## src/rtl/pa2_seq_issuer_if.sv

```systemverilog
// Producer-side, pa2_fsm-side and status signals of the sequence issuer.
// The slave modport is the issuer's view; the master modport is its environment's view.
interface pa2_seq_issuer_if;
    logic       in_valid;
    logic [3:0] in_seq;
    logic       in_last;
    logic       in_ready;
    logic       hit;
    logic       valid;
    logic [3:0] seq;
    logic       busy;
    logic       seq_done;
    logic [3:0] hit_count;
    logic       err_trunc;
    logic       err_hit;

    modport slave (
        input  in_valid, in_seq, in_last, hit,
        output in_ready, valid, seq, busy, seq_done, hit_count, err_trunc, err_hit
    );

    modport master (
        output in_valid, in_seq, in_last, hit,
        input  in_ready, valid, seq, busy, seq_done, hit_count, err_trunc, err_hit
    );
endinterface

```

## src/rtl/pa2_seq_issuer.sv

```systemverilog
// Buffers {last,seq} words and replays each complete sequence to pa2_fsm as one burst,
// then counts the following hit train before allowing the next issue.
module pa2_seq_issuer #(
    parameter int DEPTH   = 16,
    parameter int MAX_LEN = 10,
    parameter int GAP     = 1
) (
    input  logic clk,
    input  logic rst,
    pa2_seq_issuer_if.slave bus
);
    localparam int AW = $clog2(DEPTH);
    localparam int GW = (GAP > 1) ? $clog2(GAP) : 1;

    typedef enum logic [1:0] {S_IDLE, S_ISSUE, S_DRAIN, S_GAP} state_t;

    logic [4:0]    mem [DEPTH];
    logic [AW:0]   wr_ptr, rd_ptr, count, last_cnt;
    logic [4:0]    head;
    logic          full, push, pop, start;

    state_t        state;
    logic          valid_r, seq_done_r, err_trunc_r, err_hit_r, ending;
    logic [3:0]    seq_r, hit_count_r, len, hits;
    logic [GW-1:0] gap_cnt;

    assign count = wr_ptr - rd_ptr;
    assign full  = (count == (AW+1)'(DEPTH));
    assign head  = mem[rd_ptr[AW-1:0]];
    assign push  = bus.in_valid && !full;
    assign start = (last_cnt != '0) || full;
    assign pop   = ((state == S_IDLE) && start) || ((state == S_ISSUE) && !ending);

    always_ff @(posedge clk) begin
        if (push) mem[wr_ptr[AW-1:0]] <= {bus.in_last, bus.in_seq};
    end

    always_ff @(posedge clk or posedge rst) begin
        if (rst) begin
            wr_ptr   <= '0;
            rd_ptr   <= '0;
            last_cnt <= '0;
        end else begin
            if (push) wr_ptr <= wr_ptr + (AW+1)'(1);
            if (pop)  rd_ptr <= rd_ptr + (AW+1)'(1);
            case ({push && bus.in_last, pop && head[4]})
                2'b10:   last_cnt <= last_cnt + (AW+1)'(1);
                2'b01:   last_cnt <= last_cnt - (AW+1)'(1);
                default: last_cnt <= last_cnt;
            endcase
        end
    end

    // 'ending' marks that the word currently on seq closes the burst, so the next
    // edge drops valid without popping.
    always_ff @(posedge clk or posedge rst) begin
        if (rst) begin
            state       <= S_IDLE;
            valid_r     <= 1'b0;
            seq_r       <= '0;
            seq_done_r  <= 1'b0;
            hit_count_r <= '0;
            err_trunc_r <= 1'b0;
            err_hit_r   <= 1'b0;
            ending      <= 1'b0;
            len         <= '0;
            hits        <= '0;
            gap_cnt     <= '0;
        end else begin
            seq_done_r <= 1'b0;
            case (state)
                S_IDLE: if (start) begin
                    state   <= S_ISSUE;
                    valid_r <= 1'b1;
                    seq_r   <= head[3:0];
                    len     <= 4'd1;
                    ending  <= head[4] || (MAX_LEN == 1);
                    if (!head[4] && (MAX_LEN == 1)) err_trunc_r <= 1'b1;
                end
                S_ISSUE: if (ending) begin
                    valid_r <= 1'b0;
                    seq_r   <= '0;
                    hits    <= '0;
                    state   <= S_DRAIN;
                end else begin
                    seq_r  <= head[3:0];
                    len    <= len + 4'd1;
                    ending <= head[4] || (len == 4'(MAX_LEN - 1));
                    if (!head[4] && (len == 4'(MAX_LEN - 1))) err_trunc_r <= 1'b1;
                end
                S_DRAIN: if (bus.hit && (hits != 4'(MAX_LEN))) begin
                    hits <= hits + 4'd1;
                end else begin
                    if (bus.hit) err_hit_r <= 1'b1;
                    seq_done_r  <= 1'b1;
                    hit_count_r <= hits;
                    gap_cnt     <= '0;
                    state       <= S_GAP;
                end
                S_GAP: begin
                    if (gap_cnt == GW'(GAP - 1)) state <= S_IDLE;
                    else                         gap_cnt <= gap_cnt + GW'(1);
                end
                default: state <= S_IDLE;
            endcase
        end
    end

    assign bus.in_ready  = !full;
    assign bus.valid     = valid_r;
    assign bus.seq       = seq_r;
    assign bus.busy      = (state != S_IDLE);
    assign bus.seq_done  = seq_done_r;
    assign bus.hit_count = hit_count_r;
    assign bus.err_trunc = err_trunc_r;
    assign bus.err_hit   = err_hit_r;
endmodule

```

## src/flat_wrapper.sv

```systemverilog
// flat-port wrapper written by rule: the top's interface ports become plain ports
module pa2_seq_issuer_flat 
#(
    parameter int DEPTH   = 16,
    parameter int MAX_LEN = 10,
    parameter int GAP     = 1
)
  (clk, rst, bus_in_valid, bus_in_seq, bus_in_last, bus_hit, bus_in_ready, bus_valid, bus_seq, bus_busy, bus_seq_done, bus_hit_count, bus_err_trunc, bus_err_hit);
  pa2_seq_issuer_if bus_i ();
  input  logic clk;
  input  logic rst;
  input wire logic [$bits(bus_i.in_valid)-1:0] bus_in_valid;
  input wire logic [$bits(bus_i.in_seq)-1:0] bus_in_seq;
  input wire logic [$bits(bus_i.in_last)-1:0] bus_in_last;
  input wire logic [$bits(bus_i.hit)-1:0] bus_hit;
  output wire logic [$bits(bus_i.in_ready)-1:0] bus_in_ready;
  output wire logic [$bits(bus_i.valid)-1:0] bus_valid;
  output wire logic [$bits(bus_i.seq)-1:0] bus_seq;
  output wire logic [$bits(bus_i.busy)-1:0] bus_busy;
  output wire logic [$bits(bus_i.seq_done)-1:0] bus_seq_done;
  output wire logic [$bits(bus_i.hit_count)-1:0] bus_hit_count;
  output wire logic [$bits(bus_i.err_trunc)-1:0] bus_err_trunc;
  output wire logic [$bits(bus_i.err_hit)-1:0] bus_err_hit;
  assign bus_i.in_valid = bus_in_valid;
  assign bus_i.in_seq = bus_in_seq;
  assign bus_i.in_last = bus_in_last;
  assign bus_i.hit = bus_hit;
  assign bus_in_ready = bus_i.in_ready;
  assign bus_valid = bus_i.valid;
  assign bus_seq = bus_i.seq;
  assign bus_busy = bus_i.busy;
  assign bus_seq_done = bus_i.seq_done;
  assign bus_hit_count = bus_i.hit_count;
  assign bus_err_trunc = bus_i.err_trunc;
  assign bus_err_hit = bus_i.err_hit;
  pa2_seq_issuer #(.DEPTH(DEPTH), .MAX_LEN(MAX_LEN), .GAP(GAP)) u_core (.clk(clk), .rst(rst), .bus(bus_i));
endmodule
```

## config.mk

```make
export PLATFORM = sky130hd
export DESIGN_NAME = pa2_seq_issuer_flat
export DESIGN_NICKNAME = d
export VERILOG_FILES = /design/src/rtl/pa2_seq_issuer_if.sv /design/src/rtl/pa2_seq_issuer.sv /design/src/flat_wrapper.sv
export SDC_FILE = /design/constraint.sdc
export NUM_CORES = 1
export LEC_CHECK = 0
export BUFFER_PORTS_ARGS = -buffer_cell sky130_fd_sc_hd__buf_4
export CORE_ASPECT_RATIO = 0.7
export CORE_MARGIN = 2
export CORE_UTILIZATION = 35
export CTS_CLUSTER_SIZE = 16
export DETAILED_ROUTE_END_ITERATION = 6
export SLEW_MARGIN = 20
export SYNTH_ARGS = -nofsm -noshare
export SYNTH_HDL_FRONTEND = slang
export SYNTH_SLANG_ARGS = --single-unit
```

## constraint.sdc

```tcl
create_clock -name clk -period 4.34 [get_ports clk]
set_clock_uncertainty 0.1 [all_clocks]
set_input_delay 0.868 -clock clk [delete_from_list [all_inputs] [get_ports clk]]
set_output_delay 0.868 -clock clk [all_outputs]
set_load 0.03 [all_outputs]
```

After elaboration in Yosys (flattened, before gate mapping) --
Memories as Yosys holds them, arrays and structs flattened. Index checks and enable logic that the tools add are counted.
Cells by class: bitwise operators 2, add/sub/neg operators 8, equality and inequality tests 14, muxes and demuxes 28, reduce and logical (&&, ||, !) cells 29
Operator list (count):
- $mux W4 | 6
- $pmux W4 S2 | 3
- $add A5 B1 Y5 const B | 3
- $reduce_and A3 Y1 | 5
- $mux W1 | 10
- $pmux W5 S2 | 1
- $reduce_bool A2 Y1 | 5
- $add A4 B1 Y4 const B | 2
- $mux W2 | 4
- $pmux W2 S4 | 1
- $logic_and A1 B1 Y1 | 7
- $eq A2 B2 Y1 const B | 3
- $ne A2 B1 Y1 const B | 3
- $ne A2 B2 Y1 const B | 3
- $pmux W1 S2 | 3
- $reduce_and A2 Y1 | 3
- $eq A5 B5 Y1 const B | 1
- $reduce_bool A5 Y1 | 1
- $sub A5 B1 Y5 const B | 1
- $sub A5 B5 Y5 | 1
- $eq A2 B1 Y1 const B | 2
- $eq A4 B4 Y1 const B | 1
- $ne A4 B4 Y1 const B | 1
- $reduce_and A4 Y1 | 1
- other kinds (5) | 10
Storage, ports and cells: word-level logic and storage cells 96, memories 1, bits of input ports 9, memory bits (writable) 80, register bits 39
Memories:
- u_core.mem | depth 16, width 5, read ports 1, clocked after memory_dff 0, write ports 1, RTL line pa2_seq_issuer.sv:17 | logic [4:0] mem [DEPTH];

Logic depth before layout (Yosys ltp) --
Gate-level depths: netlist (run 1).
word-level depth 8, mapped depth 18, depth with buffers taken out 15

Worst setup path before layout (run 1) --
OpenSTA, ideal clock, no wires.
path kind register to register, start point register u_core.rd_ptr[3], end point register u_core.last_cnt[4], library setup time 0.079 ns, path slack 0.628 ns, period minus slack after synthesis 3.712 ns, stages on the path, launching flop included 19, arrival 3.533 ns, cell sequence dfrtp_1 clkbuf_1 inv_1 clkbuf_1 ha_1 nor2b_1 nor3_1 o211a_2 inv_2 buf_4 nand3_1 ha_1 inv_1 fa_1 nor2b_1 o21ai_0 and3_1 nor3_1 xor2_1
Between the ends: elaborated cells on any way between the ends 14
RTL lines:
- start: declaration | RTL line pa2_seq_issuer.sv:18 | logic [AW:0] wr_ptr, rd_ptr, count, last_cnt;
- start signal: assignment | RTL line pa2_seq_issuer.sv:45 | if (pop) rd_ptr <= rd_ptr + (AW+1)'(1);
- $sub A5 B5 Y5 * | RTL line pa2_seq_issuer.sv:27 | assign count = wr_ptr - rd_ptr;
- $eq A5 B5 Y1 * | RTL line pa2_seq_issuer.sv:28 | assign full = (count == (AW+1)'(DEPTH));
- $logic_not A1 Y1 *
- named net bus_in_ready | RTL line flat_wrapper.sv:16 | output wire logic [$bits(bus_i.in_ready)-1:0] bus_in_ready;
- $logic_and A1 B1 Y1 * | RTL line pa2_seq_issuer.sv:30 | assign push = bus.in_valid && !full;
- $logic_and A1 B1 Y1 * | RTL line pa2_seq_issuer.sv:46 | case ({push && bus.in_last, pop && head[4]})
- $eq A2 B1 Y1 or $eq A2 B2 Y1 (tied branches) | RTL line pa2_seq_issuer.sv:46
- $pmux W5 S2 or $reduce_bool A2 Y1 (tied branches)
- end signal: assignment | RTL line pa2_seq_issuer.sv:47 | 2'b10: last_cnt <= last_cnt + (AW+1)'(1);
- end signal: assignment | RTL line pa2_seq_issuer.sv:48 | 2'b01: last_cnt <= last_cnt - (AW+1)'(1);
- end signal: assignment | RTL line pa2_seq_issuer.sv:49 | default: last_cnt <= last_cnt;
- end: declaration | RTL line pa2_seq_issuer.sv:18
Mark *: on every way through the listed nets, which the timed path passes. The rest lies on a longest branch. A chain may end at the register's enable or synchronous reset.

Final worst setup path (run 1) --
start point register u_core.rd_ptr[3], end point register u_core.last_cnt[4]
Between the ends: longest elaborated chain between the ends 8, elaborated cells on any way between the ends 14
Ends and longest elaborated chain:
- $sub A5 B5 Y5 | RTL line pa2_seq_issuer.sv:27
- $eq A5 B5 Y1 | RTL line pa2_seq_issuer.sv:28
- $logic_or A1 B1 Y1 | RTL line pa2_seq_issuer.sv:31 | assign start = (last_cnt != '0) || full;
- $logic_and A1 B1 Y1 | RTL line pa2_seq_issuer.sv:32 | assign pop = ((state == S_IDLE) && start) || ((state == S_ISSUE) && !ending);
- $logic_or A1 B1 Y1 | RTL line pa2_seq_issuer.sv:32
- $logic_and A1 B1 Y1 | RTL line pa2_seq_issuer.sv:46
- $eq A2 B1 Y1 or $eq A2 B2 Y1 (tied branches) | RTL line pa2_seq_issuer.sv:46
- $pmux W5 S2 or $reduce_bool A2 Y1 (tied branches)
Parallel ways exist; a longest one is shown, timed or not.

==> impl_metrics.py, run 1 <==
metrics = {
    "route": {
        "wl_mm": 10.94,
        "ant_nets": 0,
        "firstDrtPassIters": 4,
        "viasPerCell": 5.066,
        "drc": 0,
        "drtIter0Drc": 306,
        "wl_per_cell_um": 17.96,
        "vias": 3085,
    },
    "cells_and_area": {
        "stdcell_count": 609,
        "fin_util_pct": 42.48,
        "diodes": 0,
        "area_growth_pct": 17.44,
        "fillers": 1360,
        "drive_gt1_share_pct": 19.81,
        "fin_nets": 432,
        "fin_area_sq_um": 6294,
    },
    "sta": {
        "clock.fmax_ghz": 0.2655,
        "worst_pin_slew_ns": 0.9735,
        "fin_setup_tns_ns": 0,
        "post-route-min-period_ns": 3.766,
        "maxSlewHeadroom_pct": 34.70,
        "setup_viol": 0,
        "slew_viol_final": 0,
        "hold_slack_ns": 0.3693,
        "hold_viol": 0,
        "period_share_pct": 86.77,
        "rsz0062_at_grt": "no",
        "setup_slack_ns": 0.5741,
    },
    "clock_tree": {
        "post_cts_buffers": 0,
        "cts_htree_levels": 4,
        "ctsHoldBuffers": 0,
        "cts.path.max_buffers": 2,
        "clock_sinks": 118,
        "clk_pin_slew_ns": 0.06,
        "tritoncts": "built",
        "numCtsBuffers": 17,
        "worstSkewPairLatency_ns": 0.41,
        "cts.repair.resized": 0,
        "root_buffer": "clkbuf_16",
    },
    "placed_design": {
        "dpl.cell_count": 577,
        "portBuffers": 22,
        "gp_routability_congestion": 0.8488,
        "place_ws_ns": 0.5832,
        "hpwl_mm": 7.778,
        "placed_area_sq_um": 5728,
    },
    "yosys": {
        "synth_mux_area_share_pct": 11.56,
        "yosys.area_share.simple_pct": 8.989,
        "syn_area_sq_um": 5359,
        "synth_area_leaders": "edfxtp_1 (45%), dfrtp_1 (18%), ha_1 (4.9%)",
        "synth_cell_types": 55,
        "syn_avg_cell_area_sq_um": 14.52,
        "synth_most_common_cell": "edfxtp_1",
        "synth_seq_area_share_pct": 62.57,
        "synth_area_leader_cell": "edfxtp_1",
        "synth_top_family_by_area": "multiplexers",
        "ys_ff_latch": 118,
        "yosys.area_share.xor_xnor_pct": 2.428,
        "synth_top_area_share_pct": 44.83,
        "synth-main-ff-cell": "edfxtp_1",
        "syn_nets": 400,
        "synth-compound-area-share_pct": 6.327,
        "ys_async_sr_fraction_pct": 32.20,
        "synthAdderAreaFrac_pct": 5.277,
        "synth_common_cells": "edfxtp_1 (80), dfrtp_1 (38), nand2_1 (36)",
        "synth_cells": 369,
        "ys_warn_count": 0,
        "synth_edf_count": 80,
    },
    "setup_path": {
        "worstPathRequired_ns": 4.57,
        "slowest_stage": "dfrtp_1",
        "cp-end-kind": "register",
        "rrSetupSlack_ns": 0.57,
        "crit_fanout": 16,
        "cp_num_buf_inv": 3,
        "max_stage_delay_ns": 0.46,
        "crit_arrival_ns": 4.00,
        "setup.worst_path.class": "reg -> reg",
        "cp_top_family": "simple AND/OR/NAND/NOR gates",
        "path_cells": "inv_1 > ha_1 > nor2b_1 > nor3_1 > o211a_2 > inv_2 > nand3_1 > ha_1 > inv_1 > fa_1 > nor2b_1 > o21ai_0 > and3_1 > nor3_1 > xor2_1",
        "cp-start-kind": "register",
    },
    "grt": {
        "grt_max_degree": 26,
        "grtUsageMet2_pct": 19.53,
        "grt_pass1_wl_mm": 17.44,
        "met3_usage_pct": 4.267,
        "grt-busiest-layer": "met1",
        "antenna_found_initial": 0,
        "grt_pass1_vias": 3034,
        "overflow": 0,
        "use_met1_pct": 21.72,
        "grt_use_total_pct": 14.45,
    },
    "floorplan": {
        "die-area_sq_um": 16330,
        "fp.dieW_um": 151.9,
        "num_rows": 37,
        "core_area_sq_um": 14810,
        "io_pins": 23,
        "fp.dieH_um": 107.5,
        "initial_core_util_pct": 36.17,
    },
    "power_and_ir_drop": {
        "power_leakage_nw": 2.449,
        "p_total_mw": 4.700,
        "powerDensity_nw_per_um2": 746.8,
        "ir_worst_vdd_v": 0.0003899,
    },
    "outcome": {
        "status": "complete, no violations",
    },
    "worst_hold_path": {
        "min-delay-path-class": "reg -> reg",
    },
    "run": {
        "drv_cap": 0,
    },
}
-- worst reg2reg max path: stages (launching register included) --
cell and delay, ns:
dfrtp_1 0.46, inv_1 0.35, ha_1 0.35, nor2b_1 0.15
nor3_1 0.25, o211a_2 0.26, inv_2 0.13, nand3_1 0.12
ha_1 0.23, inv_1 0.10, fa_1 0.41, nor2b_1 0.12
o21ai_0 0.09, and3_1 0.20, nor3_1 0.20, xor2_1 0.17
-- cell families after synthesis --
| family | after synthesis |
|---|---|
| AO/OA/AOI/OAI | 44 |
| buffers and inverters | 35 |
| flip-flops | 118 |
| AND/OR/NAND/NOR | 104 |
| adder cells (fa/ha/maj) | 22 |
| multiplexers | 32 |
| XOR/XNOR | 14 |
-- registers in the layout, summed over array words and instances (netlist names) --
name                  count
u_core.state              2
u_core.hits               4
u_core.wr_ptr             5
u_core.bus.err_hit        1
u_core.ending             1
u_core.bus.seq_done       1
u_core.bus.seq            4
u_core.bus.valid          1
u_core.bus.hit_count      4
u_core.bus.err_trunc      1
u_core.last_cnt           5
u_core.len                4
u_core.mem               80
u_core.rd_ptr             5
-- layout by cell type, fill, tap and decap left out, drive strengths merged, types with 5 or more instances in the layout --
| cell | instances |
|---|---|
| buf | 26 |
| nand2 | 36 |
| ha | 21 |
| clkbuf | 18 |
| mux4 | 20 |
| a21oi | 12 |
| inv | 20 |
| nor2 | 22 |
| xor2 | 5 |
| o21ai | 8 |
| xnor2 | 9 |
| nand3 | 17 |
| clkinvlp | 5 |
| clkinv | 9 |
| mux2 | 9 |
| edfxtp | 80 |
| dfrtp | 38 |
| nor3 | 8 |
-- final timing paths --
| check | from | endpoint | depth (start not counted) |
|---|---|---|---|
| worst max-delay path | u_core.rd_ptr[3]$_DFFE_PP0P_ | u_core.last_cnt[4]$_DFFE_PP0P_ | 15 |
| worst min-delay path | u_core.last_cnt[4]$_DFFE_PP0P_ | u_core.last_cnt[4]$_DFFE_PP0P_ | 1 |
| worst max register to register | u_core.rd_ptr[3]$_DFFE_PP0P_ | u_core.last_cnt[4]$_DFFE_PP0P_ | 15 |
| worst min register to register | u_core.last_cnt[4]$_DFFE_PP0P_ | u_core.last_cnt[4]$_DFFE_PP0P_ | 1 |
| max in group asynchronous | rst | u_core.len[0]$_DFFE_PP0P_ | 3 |
| min in group asynchronous | rst | u_core.state[0]$_DFFE_PP0P_ | 2 |
-- layer usage --
layer / routed length [um] / up-vias
met5: 0 / -
met4: 76 / 0
met3: 495 / 6
met2: 4583 / 74
met1: 5785 / 1554
li1: - / 1451
-- layout make-up --
class / count / area, sq um / share of cell area [%]
sequential: 118 / 3353 / 53.28
multi-input combinational: 216 / 1853 / 29.44
clock buffer: 18 / 429.2 / 6.819
tap: 195 / 244.0 / 3.877
timing repair buffer: 26 / 195.2 / 3.101
clock inverter: 14 / 136.4 / 2.167
inverter: 22 / 82.58 / 1.312
-- power breakdown --
group          leakage [nW]  total, mW  internal (mW)  switching, mW
Combinational         0.990       1.73          0.750          0.981
Clock                 0.260       1.33          0.836          0.495
Sequential             1.20       1.64           1.44          0.195
Total                  2.45       4.70           3.03           1.67
No activity file was read; power rests on OpenSTA's default activity.
==> run 2: changes to the inputs <==
==> constraint.sdc (replaced) <==
create_clock -name clk -period 4.3 [get_ports clk]
set_clock_uncertainty 0.1 [all_clocks]
set_input_delay 0.86 -clock clk [delete_from_list [all_inputs] [get_ports clk]]
set_output_delay 0.86 -clock clk [all_outputs]
set_load 0.03 [all_outputs]
==> run 2 against run 1 <==
Effect of this change:
- worst setup slack lost 0.042 ns
- flip-flop and latch count stayed put
- global-route usage is 0.19 points lower
- total power rose by 4.1%
- sequential share of layout area shrank 0.51 points
- register-to-register slack lost 0.04 ns
- final cell count up 0.16%
- first-iteration DRC count fell by 5.9%
- design area is 0.97% higher
- die area unchanged
- critical path type unchanged
- critical endpoint unchanged
- largest cell class unchanged
==> impl_metrics.py, run 2 (synthesis results as in run 1) <==
metrics = {
    "route": {
        "wl_per_cell_um": 18.00,
        "wl_mm": 10.98,
        "vias": 3061,
        "drc": 0,
        "firstDrtPassIters": 5,
        "viasPerCell": 5.018,
        "drtIter0Drc": 288,
        "ant_nets": 0,
    },
    "clock_tree": {
        "cts.repair.resized": 0,
        "root_buffer": "clkbuf_16",
        "clk_pin_slew_ns": 0.06,
        "worstSkewPairLatency_ns": 0.41,
        "numCtsBuffers": 17,
        "cts_htree_levels": 4,
        "ctsHoldBuffers": 0,
        "tritoncts": "built",
        "post_cts_buffers": 0,
        "cts.path.max_buffers": 2,
        "clock_sinks": 118,
    },
    "sta": {
        "clock.fmax_ghz": 0.2654,
        "rsz0062_at_grt": "no",
        "setup_viol": 0,
        "slew_viol_final": 0,
        "worst_pin_slew_ns": 0.9347,
        "fin_setup_tns_ns": 0,
        "hold_viol": 0,
        "period_share_pct": 87.63,
        "setup_slack_ns": 0.5318,
        "post-route-min-period_ns": 3.768,
        "maxSlewHeadroom_pct": 37.30,
    },
    "cells_and_area": {
        "diodes": 0,
        "layout_commonest_cell": "edfxtp_1",
        "fin_util_pct": 42.90,
        "final_cell_mix": "edfxtp_1 (80), dfrtp_1 (38), nand2_1 (36)",
        "fillers": 1326,
        "area_growth_pct": 18.59,
        "drive_gt1_share_pct": 20.72,
        "largest_reg_flops": 80,
        "fin_nets": 433,
    },
    "floorplan": {
        "initial_core_util_pct": 36.17,
        "die-area_sq_um": 16330,
        "io_pins": 23,
        "fp.dieH_um": 107.5,
        "fp.dieW_um": 151.9,
        "core_area_sq_um": 14810,
        "num_rows": 37,
    },
    "power_and_ir_drop": {
        "powerDensity_nw_per_um2": 769.5,
        "sw_frac_of_total_pct": 35.74,
        "ir_worst_vdd_v": 0.0003602,
        "pwr-share-comb_pct": 36.0,
        "p_int_mw": 3.143,
        "power_frac_seq_pct": 33.9,
        "switchingPower_mw": 1.748,
        "p_total_mw": 4.890,
        "power_leakage_nw": 2.494,
        "clkPwrFrac_pct": 30.1,
    },
    "setup_path": {
        "setup.worst_path.class": "reg -> reg",
        "cp-end-kind": "register",
        "slowest_stage": "dfrtp_1",
        "path_cells": "inv_1 > ha_1 > nor2b_1 > nor3_1 > o211a_2 > inv_2 > nand3_1 > ha_1 > inv_1 > fa_1 > nor2b_1 > o21ai_0 > and3_1 > nor3_1 > xor2_1",
        "crit_arrival_ns": 4.00,
        "max_stage_delay_ns": 0.51,
        "crit_fanout": 16,
        "worstPathRequired_ns": 4.53,
        "rrSetupSlack_ns": 0.53,
        "cp-start-kind": "register",
    },
    "placed_design": {
        "gp_routability_congestion": 0.8427,
        "hpwl_mm": 7.802,
        "portBuffers": 22,
        "place_ws_ns": 0.5424,
    },
    "grt": {
        "overflow": 0,
        "grt_pass1_wl_mm": 17.60,
        "grt_pass1_vias": 3046,
        "grt_max_degree": 26,
        "antenna_found_initial": 0,
        "grt_use_total_pct": 14.25,
    },
    "run": {
        "drv_cap": 0,
    },
    "outcome": {
        "status": "complete, no violations",
    },
    "worst_hold_path": {
        "min-delay-path-class": "reg -> reg",
    },
}
[run 2: layout make-up]
type                       instances  area [sq um]  area share (%)
sequential                       118          3353           52.77
multi-input combinational        216          1853           29.16
clock buffer                      17         425.4           6.694
tap                              195         244.0           3.839
timing repair buffer              27         202.7           3.190
clock inverter                    15         193.9           3.052
inverter                          22         82.58           1.299
[run 2: final timing paths]
kind | start | depth (start not counted) | to
min | u_core.last_cnt[4]$_DFFE_PP0P_ | 1 | u_core.last_cnt[4]$_DFFE_PP0P_
max reg2reg | u_core.rd_ptr[3]$_DFFE_PP0P_ | 15 | u_core.last_cnt[4]$_DFFE_PP0P_
min in group asynchronous | rst | 2 | u_core.last_cnt[3]$_DFFE_PP0P_
min reg2reg | u_core.last_cnt[4]$_DFFE_PP0P_ | 1 | u_core.last_cnt[4]$_DFFE_PP0P_
max | u_core.rd_ptr[3]$_DFFE_PP0P_ | 15 | u_core.last_cnt[4]$_DFFE_PP0P_
max in group asynchronous | rst | 3 | u_core.len[1]$_DFFE_PP0P_
[run 2: power groups by stage]
stage	Combinational (mW)	Sequential (mW)	Clock, mW
floorplan	1.29	1.66	0
global placement	1.70	1.66	0
detailed placement	1.76	1.67	0
CTS	1.77	1.65	1.49
global route	1.94	1.69	1.55
finish	1.76	1.66	1.47
[run 2: worst max-delay path: cells and delay by family, from the launching register on]
| family | cells | cell delay [ns] |
|---|---|---|
| xor gates and xnor gates | 1 | 0.16 |
| and+or+nand+nor | 6 | 1.00 |
| AOI/OAI and AO/OA | 2 | 0.35 |
| adders and majority gates | 3 | 1.06 |
| buffers and inverters | 3 | 0.52 |
| DFF | 1 | 0.51 |
[run 2: metrics by stage]
stage               std cells  area, sq um  hold WS [ns]
global route              610         6355        0.4050
floorplan                 369         5359        0.3426
CTS                       610         6355        0.3791
finish                    610         6355        0.3713
global placement          578         5736        0.3642
detailed placement        578         5736        0.3669
[run 2: layer usage]
metal / GRT usage (%) / share of wire, % / vias up
li1: - / - / 1459
met1: 21.97 / 53 / 1524
met2: 19.85 / 42 / 69
met3: 3.623 / 3.3 / 9
met4: 3.738 / 0.83 / 0
met5: 0 / 0 / -
==> run 3: changes to the inputs <==
--- a/config.mk
+++ b/config.mk
@@ -5,10 +5,12 @@
 export SDC_FILE = /design/constraint.sdc
 export NUM_CORES = 1
 export LEC_CHECK = 0
+export ABC_AREA = 1
 export BUFFER_PORTS_ARGS = -buffer_cell sky130_fd_sc_hd__buf_4
 export CORE_ASPECT_RATIO = 0.7
 export CORE_MARGIN = 2
 export CORE_UTILIZATION = 35
+export CTS_BUF_LIST = sky130_fd_sc_hd__clkbuf_8
 export CTS_CLUSTER_SIZE = 16
 export DETAILED_ROUTE_END_ITERATION = 6
 export SLEW_MARGIN = 20
==> run 3 against run 2 <==
Effect of this change:
- register-to-register slack better by 0.18 ns
- final cell count rose by 30%
- worst hold slack gained 0.0098 ns
- wire length up 13%
- total power shrank 5.0%
- synthesized area grew 4.0%
- design area is essentially flat
- die area grew 3.8%
- sequential power hardly changed
- clock power down 22%
- core utilization down 2.0 points
- critical path type unchanged
==> impl_metrics.py, run 3 <==
metrics = {
    "cells_and_area": {
        "fin_area_sq_um": 6352,
        "largest_reg_flops": 80,
        "fin_util_pct": 40.86,
        "final_cell_mix": "nand2_1 (165), edfxtp_1 (80), nor2_1 (48)",
        "area_growth_pct": 14.01,
        "fillers": 1478,
        "drive_gt1_share_pct": 13.30,
        "layout_commonest_cell": "nand2_1",
        "fin_nets": 612,
        "diodes": 0,
    },
    "yosys": {
        "synth_cells": 552,
        "syn_avg_cell_area_sq_um": 10.09,
        "synth_most_common_cell": "nand2_1",
        "synth_cell_types": 37,
        "synth_edf_count": 80,
        "synth_seq_area_share_pct": 60.18,
        "synth_common_cells": "nand2_1 (165), edfxtp_1 (80), nor2_1 (48)",
        "ys_async_sr_fraction_pct": 32.20,
        "synth_area_leader_cell": "edfxtp_1",
        "ys_ff_latch": 118,
        "synth-main-ff-cell": "edfxtp_1",
        "ys_warn_count": 0,
        "syn_nets": 583,
        "synth_top_area_share_pct": 43.12,
        "syn_area_sq_um": 5572,
        "synth_area_leaders": "edfxtp_1 (43%), dfrtp_1 (17%), nand2_1 (11%)",
    },
    "route": {
        "vias": 3923,
        "viasPerCell": 4.941,
        "firstDrtPassIters": 4,
        "ant_nets": 0,
        "drc": 0,
        "wl_mm": 12.38,
        "drtIter0Drc": 272,
        "wl_per_cell_um": 15.59,
    },
    "power_and_ir_drop": {
        "sw_frac_of_total_pct": 40.29,
        "p_int_mw": 2.773,
        "ir_worst_vdd_v": 0.0002701,
        "switchingPower_mw": 1.871,
        "powerDensity_nw_per_um2": 731.0,
        "power_leakage_nw": 2.762,
        "p_total_mw": 4.644,
        "pwr-share-comb_pct": 40.1,
        "clkPwrFrac_pct": 24.7,
        "power_frac_seq_pct": 35.2,
    },
    "worst_hold_path": {
        "min-delay-path-class": "reg -> reg",
    },
    "clock_tree": {
        "tritoncts": "built",
        "worstSkewPairLatency_ns": 0.43,
        "post_cts_buffers": 0,
        "root_buffer": "clkbuf_8",
        "cts.path.max_buffers": 2,
        "ctsHoldBuffers": 0,
        "numCtsBuffers": 17,
        "cts_htree_levels": 4,
        "clock_sinks": 118,
        "cts.repair.resized": 0,
        "clk_pin_slew_ns": 0.07,
    },
    "setup_path": {
        "max_stage_delay_ns": 0.48,
        "crit_arrival_ns": 3.80,
        "slowest_stage": "dfrtp_1",
        "path_cells": "inv_1 > ha_1 > inv_2 > nand2_1 > inv_1 > nand2_1 > nand2_1 > nand3_2 > nand2_2 > nand2_2 > nand2_4 > and2_1 > ha_1 > inv_1 > fa_1 > inv_1 > a21oi_1 > o21bai_1 > or2_2 > nand2_1 > xor2_1",
        "crit_fanout": 8,
        "cp_num_buf_inv": 5,
        "setup.worst_path.class": "reg -> reg",
        "cp-start-kind": "register",
        "worstPathRequired_ns": 4.51,
        "cp_top_family": "simple AND/OR/NAND/NOR gates",
        "cp-end-kind": "register",
    },
    "floorplan": {
        "die-area_sq_um": 16960,
        "num_rows": 38,
        "fp.dieH_um": 109.6,
        "fp.dieW_um": 154.8,
        "io_pins": 23,
        "initial_core_util_pct": 35.84,
        "core_area_sq_um": 15550,
    },
    "sta": {
        "setup_viol": 0,
        "hold_slack_ns": 0.3811,
        "worst_pin_slew_ns": 0.6481,
        "rsz0062_at_grt": "no",
        "clock.fmax_ghz": 0.2788,
        "period_share_pct": 83.41,
        "hold_viol": 0,
        "slew_viol_final": 0,
        "maxSlewHeadroom_pct": 56.73,
        "post-route-min-period_ns": 3.586,
        "fin_setup_tns_ns": 0,
    },
    "grt": {
        "grt_use_total_pct": 15.76,
        "grt_pass1_wl_mm": 20.17,
        "grt_max_degree": 39,
        "overflow": 0,
        "antenna_found_initial": 0,
        "grt_pass1_vias": 3800,
    },
    "run": {
        "drv_cap": 0,
    },
    "placed_design": {
        "gp_routability_congestion": 0.8480,
        "portBuffers": 22,
        "hpwl_mm": 8.581,
        "placed_area_sq_um": 5902,
    },
    "outcome": {
        "status": "complete, no violations",
    },
}
## run 3: metrics by stage
| step | instances | setup WS, ns |
|---|---|---|
| 3_3_place_gp | 762 | 0.8902 |
| 5_1_grt | 794 | 0.3858 |
| 6_report | 794 | 0.7135 |
| 2_1_floorplan | 552 | 0.9042 |
| 4_1_cts | 794 | 0.7091 |
| 3_5_place_dp | 762 | 0.7192 |
## run 3: power groups by stage
stage | Sequential [mW] | Clock (mW) | Combinational (mW)
floorplan | 1.67 | 0 | 1.34
global placement | 1.64 | 0 | 1.79
detailed placement | 1.65 | 0 | 1.84
CTS | 1.63 | 1.16 | 1.86
global route | 1.66 | 1.22 | 2.12
finish | 1.63 | 1.15 | 1.86
## run 3: path summary, 6_finish.rpt
check,slack [ns],end,startpoint,cells past startpoint
worst max-delay path,0.71,u_core.last_cnt[4]$_DFFE_PP0P_,u_core.rd_ptr[3]$_DFFE_PP0P_,21
worst min-delay path,0.38,u_core.bus.err_hit$_DFFE_PP0P_,u_core.bus.err_hit$_DFFE_PP0P_,1
worst max register to register,0.71,u_core.last_cnt[4]$_DFFE_PP0P_,u_core.rd_ptr[3]$_DFFE_PP0P_,21
worst min register to register,0.38,u_core.bus.err_hit$_DFFE_PP0P_,u_core.bus.err_hit$_DFFE_PP0P_,1
max in group asynchronous,3.30,u_core.bus.seq[2]$_DFFE_PP0P_,rst,3
min in group asynchronous,0.46,u_core.state[1]$_DFFE_PP0P_,rst,3
## run 3: final cells by class
class                           instances  area (sq um)  area share [%]
Timing Repair Buffer                   25         187.7           2.955
Clock inverter                         13         188.9           2.974
Clock buffer                           19         261.5           4.117
Tap cell                              200         250.2           3.939
Sequential cell                       118          3353           52.79
Inverter                               51         209.0           3.289
Multi-Input combinational cell        368          1902           29.94
## run 3: per-layer routing
| layer | GRT usage (%) | vias to the layer above | wire (um) |
|---|---|---|---|
| met5 | 0 | - | 0 |
| met4 | 5.952 | 0 | 183 |
| met3 | 3.942 | 20 | 657 |
| met2 | 22.35 | 103 | 5123 |
| met1 | 23.24 | 1905 | 6411 |
| li1 | - | 1895 | - |
## run 3: cell families after synthesis
logic type | share of synthesized area, %
adders and majority gates | 5.075
and+or+nand+nor | 22.37
AOI/OAI and AO/OA | 4.806
buffers and inverters | 5.681
DFF | 60.18
xor gates and xnor gates | 1.886
